$ cat config.mk
export PLATFORM = sky130hd
export DESIGN_NAME = cayde_alu_seq_flat
export DESIGN_NICKNAME = d
export VERILOG_FILES = /design/src/rtl/cayde_alu_seq_if.sv /design/src/rtl/cayde_alu_seq.sv /design/src/flat_wrapper.sv
export SDC_FILE = /design/constraint.sdc
export NUM_CORES = 1
export LEC_CHECK = 0
export CAP_MARGIN = 40
export CORE_ASPECT_RATIO = 1.2
export CORE_UTILIZATION = 45
export CTS_CLUSTER_DIAMETER = 200
export DETAILED_ROUTE_END_ITERATION = 16
export SYNTH_ARGS = -nofsm -noshare
export SYNTH_HDL_FRONTEND = slang
export SYNTH_SLANG_ARGS = --single-unit
export TNS_END_PERCENT = 1
$ cat constraint.sdc
create_clock -name clk_i -period 4.03 [get_ports clk_i]
set_clock_uncertainty 0.1 [all_clocks]
set_input_delay 0.806 -clock clk_i [delete_from_list [all_inputs] [get_ports clk_i]]
set_output_delay 0.806 -clock clk_i [all_outputs]
set_load 0.05 [all_outputs]
$ cat src/rtl/cayde_alu_seq_if.sv
// Request/result handshake bundle for cayde_alu_seq; master = requester, slave = ALU.
// One request in flight at a time; the result is held until the requester takes it.
interface cayde_alu_seq_if #(
  parameter int XLEN = 32
);
  logic            in_valid_i;
  logic            in_ready_o;
  logic [6:0]      op_i;
  logic [XLEN-1:0] op_a_i;
  logic [XLEN-1:0] op_b_i;
  logic            out_valid_o;
  logic            out_ready_i;
  logic [XLEN-1:0] res_o;
  logic            busy_o;

  modport master (
    output in_valid_i, op_i, op_a_i, op_b_i, out_ready_i,
    input  in_ready_o, out_valid_o, res_o, busy_o
  );

  modport slave (
    input  in_valid_i, op_i, op_a_i, op_b_i, out_ready_i,
    output in_ready_o, out_valid_o, res_o, busy_o
  );
endinterface

$ cat src/rtl/cayde_alu_seq.sv
// Sequential ALU: 1-cycle ops, XLEN-cycle shift-add MUL and restoring DIVU/REMU.
// Latency 1 or XLEN+1 edges; result held in DONE until out_ready_i, requests refused unless IDLE.
module cayde_alu_seq #(
  parameter int XLEN = 32,
  parameter int SHW  = $clog2(XLEN)
) (
  input  logic clk_i,
  input  logic rst_ni,
  cayde_alu_seq_if.slave bus
);

  localparam logic [6:0] OP_ADD  = 7'd0;
  localparam logic [6:0] OP_SUB  = 7'd1;
  localparam logic [6:0] OP_XOR  = 7'd2;
  localparam logic [6:0] OP_AND  = 7'd3;
  localparam logic [6:0] OP_OR   = 7'd4;
  localparam logic [6:0] OP_SLL  = 7'd5;
  localparam logic [6:0] OP_SLT  = 7'd6;
  localparam logic [6:0] OP_SLTU = 7'd7;
  localparam logic [6:0] OP_SRL  = 7'd8;
  localparam logic [6:0] OP_SRA  = 7'd9;
  localparam logic [6:0] OP_MUL  = 7'd10;
  localparam logic [6:0] OP_DIVU = 7'd11;
  localparam logic [6:0] OP_REMU = 7'd12;

  typedef enum logic [1:0] {IDLE = 2'd0, EXEC = 2'd1, DONE = 2'd2} state_t;

  state_t          state, state_nx;
  logic [6:0]      op_q;
  logic [XLEN-1:0] a_q;   // MUL: shifting multiplicand; DIV: dividend shifting into quotient
  logic [XLEN-1:0] b_q;   // MUL: shifting multiplier;   DIV: divisor
  logic [XLEN-1:0] acc_q; // MUL: partial product;       DIV: partial remainder
  logic [XLEN-1:0] res_q;
  logic [SHW-1:0]  cnt_q;

  logic            accept;
  logic            is_multi;
  logic            last_iter;
  logic [XLEN-1:0] single_res;
  logic [SHW-1:0]  shamt;
  logic [XLEN-1:0] mul_acc_nx;
  logic [XLEN:0]   rem_sh;
  logic [XLEN:0]   rem_diff;
  logic            rem_ge;
  logic [XLEN-1:0] rem_nx;
  logic [XLEN-1:0] quo_nx;

  assign accept    = (state == IDLE) && bus.in_valid_i;
  assign is_multi  = (bus.op_i == OP_MUL) || (bus.op_i == OP_DIVU) || (bus.op_i == OP_REMU);
  assign last_iter = (cnt_q == SHW'(XLEN - 1));
  assign shamt     = bus.op_b_i[SHW-1:0];

  always_comb begin
    single_res = '0;
    unique case (bus.op_i)
      OP_ADD:  single_res = bus.op_a_i + bus.op_b_i;
      OP_SUB:  single_res = bus.op_a_i - bus.op_b_i;
      OP_XOR:  single_res = bus.op_a_i ^ bus.op_b_i;
      OP_AND:  single_res = bus.op_a_i & bus.op_b_i;
      OP_OR:   single_res = bus.op_a_i | bus.op_b_i;
      OP_SLL:  single_res = bus.op_a_i << shamt;
      OP_SLT:  single_res = {{(XLEN-1){1'b0}}, ($signed(bus.op_a_i) < $signed(bus.op_b_i))};
      OP_SLTU: single_res = {{(XLEN-1){1'b0}}, (bus.op_a_i < bus.op_b_i)};
      OP_SRL:  single_res = bus.op_a_i >> shamt;
      OP_SRA:  single_res = $unsigned($signed(bus.op_a_i) >>> shamt);
      default: single_res = '0;
    endcase
  end

  // One iteration of each long op; a zero divisor naturally yields all-ones / dividend.
  always_comb begin
    mul_acc_nx = acc_q + (b_q[0] ? a_q : '0);
    rem_sh     = {acc_q, a_q[XLEN-1]};
    rem_diff   = rem_sh - {1'b0, b_q};
    rem_ge     = ~rem_diff[XLEN];
    rem_nx     = rem_ge ? rem_diff[XLEN-1:0] : rem_sh[XLEN-1:0];
    quo_nx     = {a_q[XLEN-2:0], rem_ge};
  end

  always_ff @(posedge clk_i or negedge rst_ni) begin
    if (!rst_ni) begin
      state <= IDLE;
    end else begin
      state <= state_nx;
    end
  end

  always_comb begin
    state_nx = state;
    unique case (state)
      IDLE:    if (accept) state_nx = is_multi ? EXEC : DONE;
      EXEC:    if (last_iter) state_nx = DONE;
      DONE:    if (bus.out_ready_i) state_nx = IDLE;
      default: state_nx = IDLE;
    endcase
  end

  always_comb begin
    bus.in_ready_o  = (state == IDLE);
    bus.out_valid_o = (state == DONE);
    bus.busy_o      = (state != IDLE);
    bus.res_o       = res_q;
  end

  always_ff @(posedge clk_i or negedge rst_ni) begin
    if (!rst_ni) begin
      op_q  <= '0;
      a_q   <= '0;
      b_q   <= '0;
      acc_q <= '0;
      res_q <= '0;
      cnt_q <= '0;
    end else begin
      unique case (state)
        IDLE: begin
          if (accept) begin
            op_q  <= bus.op_i;
            a_q   <= bus.op_a_i;
            b_q   <= bus.op_b_i;
            acc_q <= '0;
            cnt_q <= '0;
            if (!is_multi) res_q <= single_res;
          end
        end
        EXEC: begin
          cnt_q <= cnt_q + 1'b1;
          if (op_q == OP_MUL) begin
            acc_q <= mul_acc_nx;
            a_q   <= a_q << 1;
            b_q   <= b_q >> 1;
          end else begin
            acc_q <= rem_nx;
            a_q   <= quo_nx;
          end
          if (last_iter) begin
            if (op_q == OP_MUL)       res_q <= mul_acc_nx;
            else if (op_q == OP_DIVU) res_q <= quo_nx;
            else                      res_q <= rem_nx;
          end
        end
        default: ;
      endcase
    end
  end

endmodule

$ cat src/flat_wrapper.sv
// flat-port wrapper written by rule: the top's interface ports become plain ports
module cayde_alu_seq_flat 
#(
  parameter int XLEN = 32,
  parameter int SHW  = $clog2(XLEN)
)
  (clk_i, rst_ni, bus_in_valid_i, bus_op_i, bus_op_a_i, bus_op_b_i, bus_out_ready_i, bus_in_ready_o, bus_out_valid_o, bus_res_o, bus_busy_o);
  cayde_alu_seq_if #(.XLEN(XLEN)) bus_i ();
  input  logic clk_i;
  input  logic rst_ni;
  input wire logic [$bits(bus_i.in_valid_i)-1:0] bus_in_valid_i;
  input wire logic [$bits(bus_i.op_i)-1:0] bus_op_i;
  input wire logic [$bits(bus_i.op_a_i)-1:0] bus_op_a_i;
  input wire logic [$bits(bus_i.op_b_i)-1:0] bus_op_b_i;
  input wire logic [$bits(bus_i.out_ready_i)-1:0] bus_out_ready_i;
  output wire logic [$bits(bus_i.in_ready_o)-1:0] bus_in_ready_o;
  output wire logic [$bits(bus_i.out_valid_o)-1:0] bus_out_valid_o;
  output wire logic [$bits(bus_i.res_o)-1:0] bus_res_o;
  output wire logic [$bits(bus_i.busy_o)-1:0] bus_busy_o;
  assign bus_i.in_valid_i = bus_in_valid_i;
  assign bus_i.op_i = bus_op_i;
  assign bus_i.op_a_i = bus_op_a_i;
  assign bus_i.op_b_i = bus_op_b_i;
  assign bus_i.out_ready_i = bus_out_ready_i;
  assign bus_in_ready_o = bus_i.in_ready_o;
  assign bus_out_valid_o = bus_i.out_valid_o;
  assign bus_res_o = bus_i.res_o;
  assign bus_busy_o = bus_i.busy_o;
  cayde_alu_seq #(.XLEN(XLEN), .SHW(SHW)) u_core (.clk_i(clk_i), .rst_ni(rst_ni), .bus(bus_i));
endmodule
==> summary.md, run 1 <==
| Metric | Value |
|---|---|
| Maximum fanout along the worst path | 13 |
| All-layer global routing usage | 43.15% |
| Unrepaired setup endpoints after global routing | true |
| TNS Setup | 0 ns |
| Sw Pwr | 3.180 mW |
| LEAKAGE | 11.97 nW |
| Sequential area share after synthesis | 17.65% |
| Nets | 3454 |
| Top FF cell, synth | dfrtp_1 |
| Peak supply drop | 0.0002054 V |
| Final Critical Period | 3.977 ns |
| Synth Area in Adders | 10.72% |
| Cell Count, Final, Fillers Out | 3781 |
| Die ar. | 45590 µm² |
| Total number of vias | 24690 |
| Port Buffer Count | 109 |
| Setup ws final | 0.05315 ns |
| Final setup viols | 0 |
| Critical path cell sequence | buf_4 > and2_1 > ha_1 > a211oi_2 > o21a_1 > nor3_1 > o41a_1 > a211oi_2 > buf_4 > o21ai_0 > o31ai_1 > xnor2_1 > a21oi_1 > a221o_1 |
| Drt via density | 6.529 |
| Fin util | 59.50% |
| Sw Ratio | 44.10% |
| Reg clk slew, reported paths | 0.07 ns |
| Initial DRC count | 2968 |
| Final Max Slew Viols | 0 |
| Diode count | 0 |
| Worst path top cell family by delay | compound AO/OA/AOI/OAI gates |
| Syn Area/Cell | 7.307 µm² |
| Final hold slack | 0.2437 ns |
| Yosys warning total | 0 |
| Core ar. | 43930 µm² |
| GRT Residual Overflow | 0 |
| Post-synth EDFFs | 0 |
| Most frequent cells in the layout | buf_4 (515), nand2_1 (360), nor2_1 (282) |
| Power density cells | 275.9 nW/µm² |
| Most common cell after layout, fill and taps aside | buf_4 |
| Post-synthesis xor/xnor area fraction | 2.959% |
| CP peak stage delay | 0.45 ns |
| Area grow syn2layout | 29.86% |
| CTS Hold Bufs | 0 |
| Cell with the largest stage delay on the worst path | o41a_1 |
| Max transition margin | 38.63% |
| Reg2Reg Launch Point | u_core.b_q[0] |
| Post-synthesis cell count | 2755 |
| Required @ worst endpoint | 4.26 ns |
| Post-Place Worst Slack | -0.5157 ns |
| Sequential power share | 26.5% |
| FFs w/ async S/R, synth | 100.0% |
| Worst slew pin tran | 0.9183 ns |
| Clock sinks | 142 |
| Combinational share of power | 51.4% |
| Largest family of logic cells by synthesized area | compound AO/OA/AOI/OAI gates |
| Total of max-cap violations | 0 |
| Worst skew pair latency | 0.45 ns |
| Die width | 195.1 µm |
| Max Freq | 0.2515 GHz |
| Pwr Total | 7.213 mW |
| WP buf/inv | 2 |
| Post-placement cell count | 3740 |
| Root Buffer | clkbuf_16 |
| Design area | 26140 µm² |
| Final wirelength | 99950 µm |
| DRC violations left | 0 |
| Clock tree buffer depth | 2 |
| First-pass GRT wire length | 147700 µm |
| Outcome | finished, final reports clean |
| Compound-Gate Fraction of Synth Area | 31.23% |
| Startpoint Class | register |
| Total CTS buffers | 17 |
| Synth Area in Simple Gates | 20.08% |
| Initial Util | 45.82% |
| Critical path class | reg -> reg |
| Unique masters post-synth | 90 |
| Post-Syn Area | 20130 µm² |
| FP Rows | 84 |
| Int Power | 4.032 mW |
| Syn_nets | 3000 |
| HP Class | in -> async |
| Critical Path AT | 4.21 ns |
| R2R Setup Slk | 0.05 ns |
| Post-synthesis register bit count | 142 |
| Post-DP HPWL | 80420 µm |
| Ratio of cells with drive above 1 in the final layout | 22.66% |
| CTS tree | done |
| Final worst-path cycle share | 98.68% |
| GP Congestion | 1.065 |
| Drt pass-1 iters | 6 |
| DRT antenna net count | 0 |
| H-tree levels | 4 |
| Pin count of the biggest net entering global routing | 81 |
| Crit path from | u_core.b_q[0] |
| Final Hold Viols | 0 |
| Mux share of post-synthesis cell area | 10.39% |
| Fill count | 4153 |
| Clk pwr share | 22.2% |
| Die height | 233.7 µm |
| Critical Path Sink Type | register |
| Via count of the first global-routing pass | 23580 |
| DP Area | 25170 µm² |
| Num ports | 110 |
| Initial antenna violation count | 2 |
| Average routed wire per standard cell | 26.44 µm |
## synthesized netlist by cell type (all sizes together) (17+ instances only)
cell type | number | area share (%)
a211oi | 53 | 2.0
a21o | 34 | 1.3
a21oi | 241 | 6.0
a221o | 17 | 0.85
a221oi | 26 | 1.2
a31oi | 92 | 2.9
and2 | 48 | 1.5
and3 | 19 | 0.59
buf | 52 | 1.3
clkbuf | 151 | 2.8
dfrtp | 142 | 18
ha | 166 | 10
inv | 148 | 2.8
mux2 | 32 | 1.8
mux2i | 83 | 4.1
mux4 | 40 | 4.5
nand2 | 363 | 6.8
nand2b | 25 | 0.78
nand3 | 47 | 1.2
nand4 | 21 | 0.65
nor2 | 283 | 5.3
nor2b | 17 | 0.53
nor3 | 42 | 1.0
o211ai | 52 | 1.9
o21a | 18 | 0.67
o21ai | 195 | 4.9
o21bai | 29 | 1.1
o221ai | 21 | 0.91
o22ai | 17 | 0.53
xnor2 | 46 | 2.0
xor2 | 22 | 0.96
## cells by family after synthesis
family	Yosys count
fa+ha+maj	170
flops	142
simple gates	913
xor+xnor	68
mux	155
buf+inv	353
compound gates	954
## flip-flops by register name, indices dropped and copies added, names as in the netlist
register,count
u_core.state,2
u_core.a_q,32
u_core.b_q,32
u_core.cnt_q,5
u_core.op_q,7
u_core.bus.res_o,32
u_core.acc_q,32
## worst register-to-register path: stages, from the launching register on
cell	delay (ns)
dfrtp_1	0.39
buf_4	0.20
and2_1	0.19
ha_1	0.32
a211oi_2	0.31
o21a_1	0.23
nor3_1	0.10
o41a_1	0.45
a211oi_2	0.25
buf_4	0.18
o21ai_0	0.11
o31ai_1	0.30
xnor2_1	0.23
a21oi_1	0.18
a221o_1	0.32
## layer usage
metal / global-route usage, % / vias up / share of wire, %
li1: - / 11000 / -
met3: 6.194 / 330 / 9.0
met1: 54.65 / 11800 / 39
met2: 69.22 / 1554 / 45
met4: 26.97 / 4 / 7.0
met5: 0 / - / 0.023
## layout make-up
| class | count | area [µm²] | share of cell area, % |
|---|---|---|---|
| Clock inverter | 15 | 151.4 | 0.5791 |
| Clock buffer | 17 | 425.4 | 1.627 |
| Inverter | 150 | 564.3 | 2.159 |
| Multi-Input combinational cell | 2260 | 15520 | 59.37 |
| Sequential cell | 142 | 3553 | 13.59 |
| Timing Repair Buffer | 638 | 5228 | 20.00 |
| Tap cell | 559 | 699.4 | 2.676 |
## power by group through the flow
stage                     combinational [mW]  sequential [mW]  clock, mW
after floorplan                         1.88             1.96          0
after global placement                  3.49             1.90          0
after detailed placement                3.52             1.91          0
after CTS                               3.55             1.89       1.60
after global routing                    3.94             1.92       1.65
final                                   3.71             1.91       1.60
## timing repair
item                       4_1_cts  5_1_grt
pin swaps                        2       25
gates resized for setup         12       73
setup endpoints to repair       42       51
buffers inserted                 2        7
## path summary, 6_finish.rpt
check                                             to  cells after the start
worst min register to register        u_core.op_q[6]                      2
min in group clk_i                    u_core.op_q[6]                      2
worst max-delay path            u_core.bus.res_o[25]                     14
worst max register to register  u_core.bus.res_o[25]                     14
max in group asynchronous        u_core.bus.res_o[0]                      2
worst min-delay path                   u_core.a_q[5]                      1
Note: power is estimated with default switching activity, not from simulation.
==> inputs of run 2 (changes only) <==
REMOVE_ABC_BUFFERS = 1   (was not set)
==> run 2 against run 1 <==
Combinational power rose by 2%. Sequential power barely moved. Via count fell by 0.36%. Global-route usage barely moved. Clock power rose by 5%. Final area rose by 0.87%. Register-to-register slack improved by 0.04 ns. Critical path depth fell by 1. Wire length fell by 0.24%. Non-clock buffer count rose by 13. Die area did not move. Hold slack improved by 0.034 ns. Critical endpoint is now u_core.bus.res_o[17]. Largest cell class unchanged.
==> summary.md, run 2 (synthesized netlist as in run 1, its figures left out) <==
| Metric | Value |
|---|---|
| GP Congestion | 1.064 (about the same) |
| Startpoint Class | primary input |
| Final hold slack | 0.2781 ns (+0.03435 ns) |
| Final setup viols | 0 (unchanged) |
| TNS Setup | 0 ns (unchanged) |
| Clock sinks | 142 (unchanged) |
| All-layer global routing usage | 43.20% (+0.045 points) |
| DRT antenna net count | 0 (unchanged) |
| Ratio of cells with drive above 1 in the final layout | 22.91% (+0.26 points) |
| Sw Ratio | 42.51% (-1.6 points) |
| Clock tree buffer depth | 2 (unchanged) |
| Combinational share of power | 51.4% (about the same) |
| Nets | 3467 (+0.38%) |
| Core ar. | 43930 µm² (unchanged) |
| Port Buffer Count | 109 (unchanged) |
| Final Critical Period | 3.961 ns (-0.01624 ns) |
| Drt via density | 6.482 (-0.73%) |
| HP Class | in -> async |
| GRT Residual Overflow | 0 (unchanged) |
| Die height | 233.7 µm (unchanged) |
| LEAKAGE | 12.11 nW (+1.1%) |
| H-tree levels | 4 (unchanged) |
| Reg clk slew, reported paths | 0.07 ns (about the same) |
| Final worst-path cycle share | 98.28% (-0.40 points) |
| Total of max-cap violations | 0 (unchanged) |
| Pin count of the biggest net entering global routing | 111 (+37%) |
| Die width | 195.1 µm (unchanged) |
| Critical Path AT | 4.19 ns (-0.02 ns) |
| Sw Pwr | 3.117 mW (-2.0%) |
| Final wirelength | 99720 µm (-0.24%) |
| Die ar. | 45590 µm² (unchanged) |
| Most frequent cells in the layout | buf_4 (524), nand2_1 (361), nor2_1 (281) |
| CTS tree | done |
| Int Power | 4.215 mW (+4.5%) |
| Final Max Slew Viols | 0 (unchanged) |
| Initial antenna violation count | 7 (+5) |
| Required @ worst endpoint | 4.26 ns (about the same) |
| Fill count | 4151 (-0.048%) |
| Max Freq | 0.2525 GHz (+0.41%) |
| Num ports | 110 (unchanged) |
| First-pass GRT wire length | 148000 µm (+0.23%) |
| Critical Path Sink Type | register |
| Post-placement cell count | 3756 (+0.43%) |
| Clk pwr share | 22.9% (+0.7 points) |
| Root Buffer | clkbuf_16 |
| Worst skew pair latency | 0.45 ns (about the same) |
| Total CTS buffers | 17 (unchanged) |
| Power density cells | 278.0 nW/µm² (+0.77%) |
| Max transition margin | 42.01% (+3.4 points) |
| FP Rows | 84 (unchanged) |
| Initial DRC count | 2778 (-6.4%) |
| Cell Count, Final, Fillers Out | 3795 (+0.37%) |
| Critical path class | in -> reg |
| Final Hold Viols | 0 (unchanged) |
| Unrepaired setup endpoints after global routing | true |
| Worst slew pin tran | 0.8607 ns (-0.05764 ns) |
| Most common cell after layout, fill and taps aside | buf_4 |
| Initial Util | 45.82% (unchanged) |
| Drt pass-1 iters | 6 (unchanged) |
| Area grow syn2layout | 30.98% |
| Average routed wire per standard cell | 26.28 µm (-0.61%) |
| Outcome | finished, final reports clean |
| DRC violations left | 0 (unchanged) |
| Peak supply drop | 0.0002223 V (+8.2%) |
| Maximum fanout along the worst path | 3 (-10) |
| Sequential power share | 25.8% (-0.7 points) |
| Via count of the first global-routing pass | 23650 (+0.27%) |
| CTS Hold Bufs | 0 (unchanged) |
| Post-DP HPWL | 80330 µm (-0.11%) |
| Total number of vias | 24600 (-0.36%) |
-- run 2: changes by cell type in the layout (fill, tap and decap cells not counted), sizes merged, moves of 3 or more --
cell / before / now
buf: 535 / 548
clkinvlp: 5 / 1
inv: 155 / 151
clkinv: 4 / 7
dlymetal6s2s: 7 / 10
-- run 2: power by group through the flow --
stage	Clock [mW]	Combinational (mW)	Sequential [mW]
3_3_place_gp	0	3.53	1.88
4_1_cts	1.68	3.61	1.87
6_report	1.68	3.77	1.89
2_1_floorplan	0	1.74	1.97
3_5_place_dp	0	3.57	1.89
5_1_grt	1.73	4.01	1.91
-- run 2: per-layer routing --
| metal | up-vias | part of all wire [%] | wire length [µm] | GRT usage [%] |
|---|---|---|---|---|
| li1 | 11030 | - | - | - |
| met1 | 11740 | 40 | 39460 | 54.62 |
| met2 | 1495 | 45 | 45150 | 69.40 |
| met3 | 327 | 8.5 | 8435 | 6.800 |
| met4 | 6 | 6.6 | 6625 | 25.94 |
| met5 | - | 0.042 | 42 | 0 |
-- run 2: final timing paths --
| check | endpoint | slack, ns | cells after the start | start |
|---|---|---|---|---|
| min in group clk_i | u_core.op_q[5] | 0.39 | 2 | u_core.op_q[5] |
| worst max register to register | u_core.bus.res_o[27] | 0.09 | 15 | u_core.b_q[0] |
| worst max-delay path | u_core.bus.res_o[17] | 0.07 | 13 | bus_op_a_i[9] |
| max in group asynchronous | u_core.b_q[17] | 2.70 | 2 | rst_ni |
| worst min-delay path | u_core.b_q[27] | 0.28 | 1 | rst_ni |
| worst min register to register | u_core.op_q[5] | 0.39 | 2 | u_core.op_q[5] |
-- run 2: cell type report --
type                       count  area, µm²  area share, %
inverter                     150      563.0          2.135
sequential                   142       3555          13.48
clock buffer                  19      442.9          1.680
antenna                        2      5.005        0.01898
multi-input combinational   2260      15560          59.03
tap                          559      699.4          2.653
clock inverter                12      160.2         0.6074
timing repair buffer         651       5378          20.39
-- run 2: repair_timing --
action / in CTS / in global routing
gates resized for setup: 33 / 61
buffers inserted: 1 / 5
setup endpoints to repair: 56 / 42
pin swaps: 5 / 19
-- run 2: worst max-delay path, cell delays in order --
cell,delay [ns]
clkdlybuf4s50_1,0.51
inv_2,0.07
ha_1,0.29
or4_4,0.43
or3_4,0.35
o211a_4,0.29
buf_4,0.14
o31a_1,0.34
o311ai_2,0.29
xnor2_1,0.12
a221oi_2,0.27
o21ai_1,0.09
o22a_1,0.16
-- run 2: per-stage QoR --
stage	setup WS, ns	instance area, µm²	power [mW]	util (%)
floorplan	-0.3663	19290	3.706	-
detailed placement	-0.7338	25320	5.464	57.64
global route	-0.03061	26370	7.649	60.02
finish	0.06939	26370	7.331	60.02
CTS	-0.01278	26050	7.163	59.30
global placement	-0.5223	25320	5.412	57.63
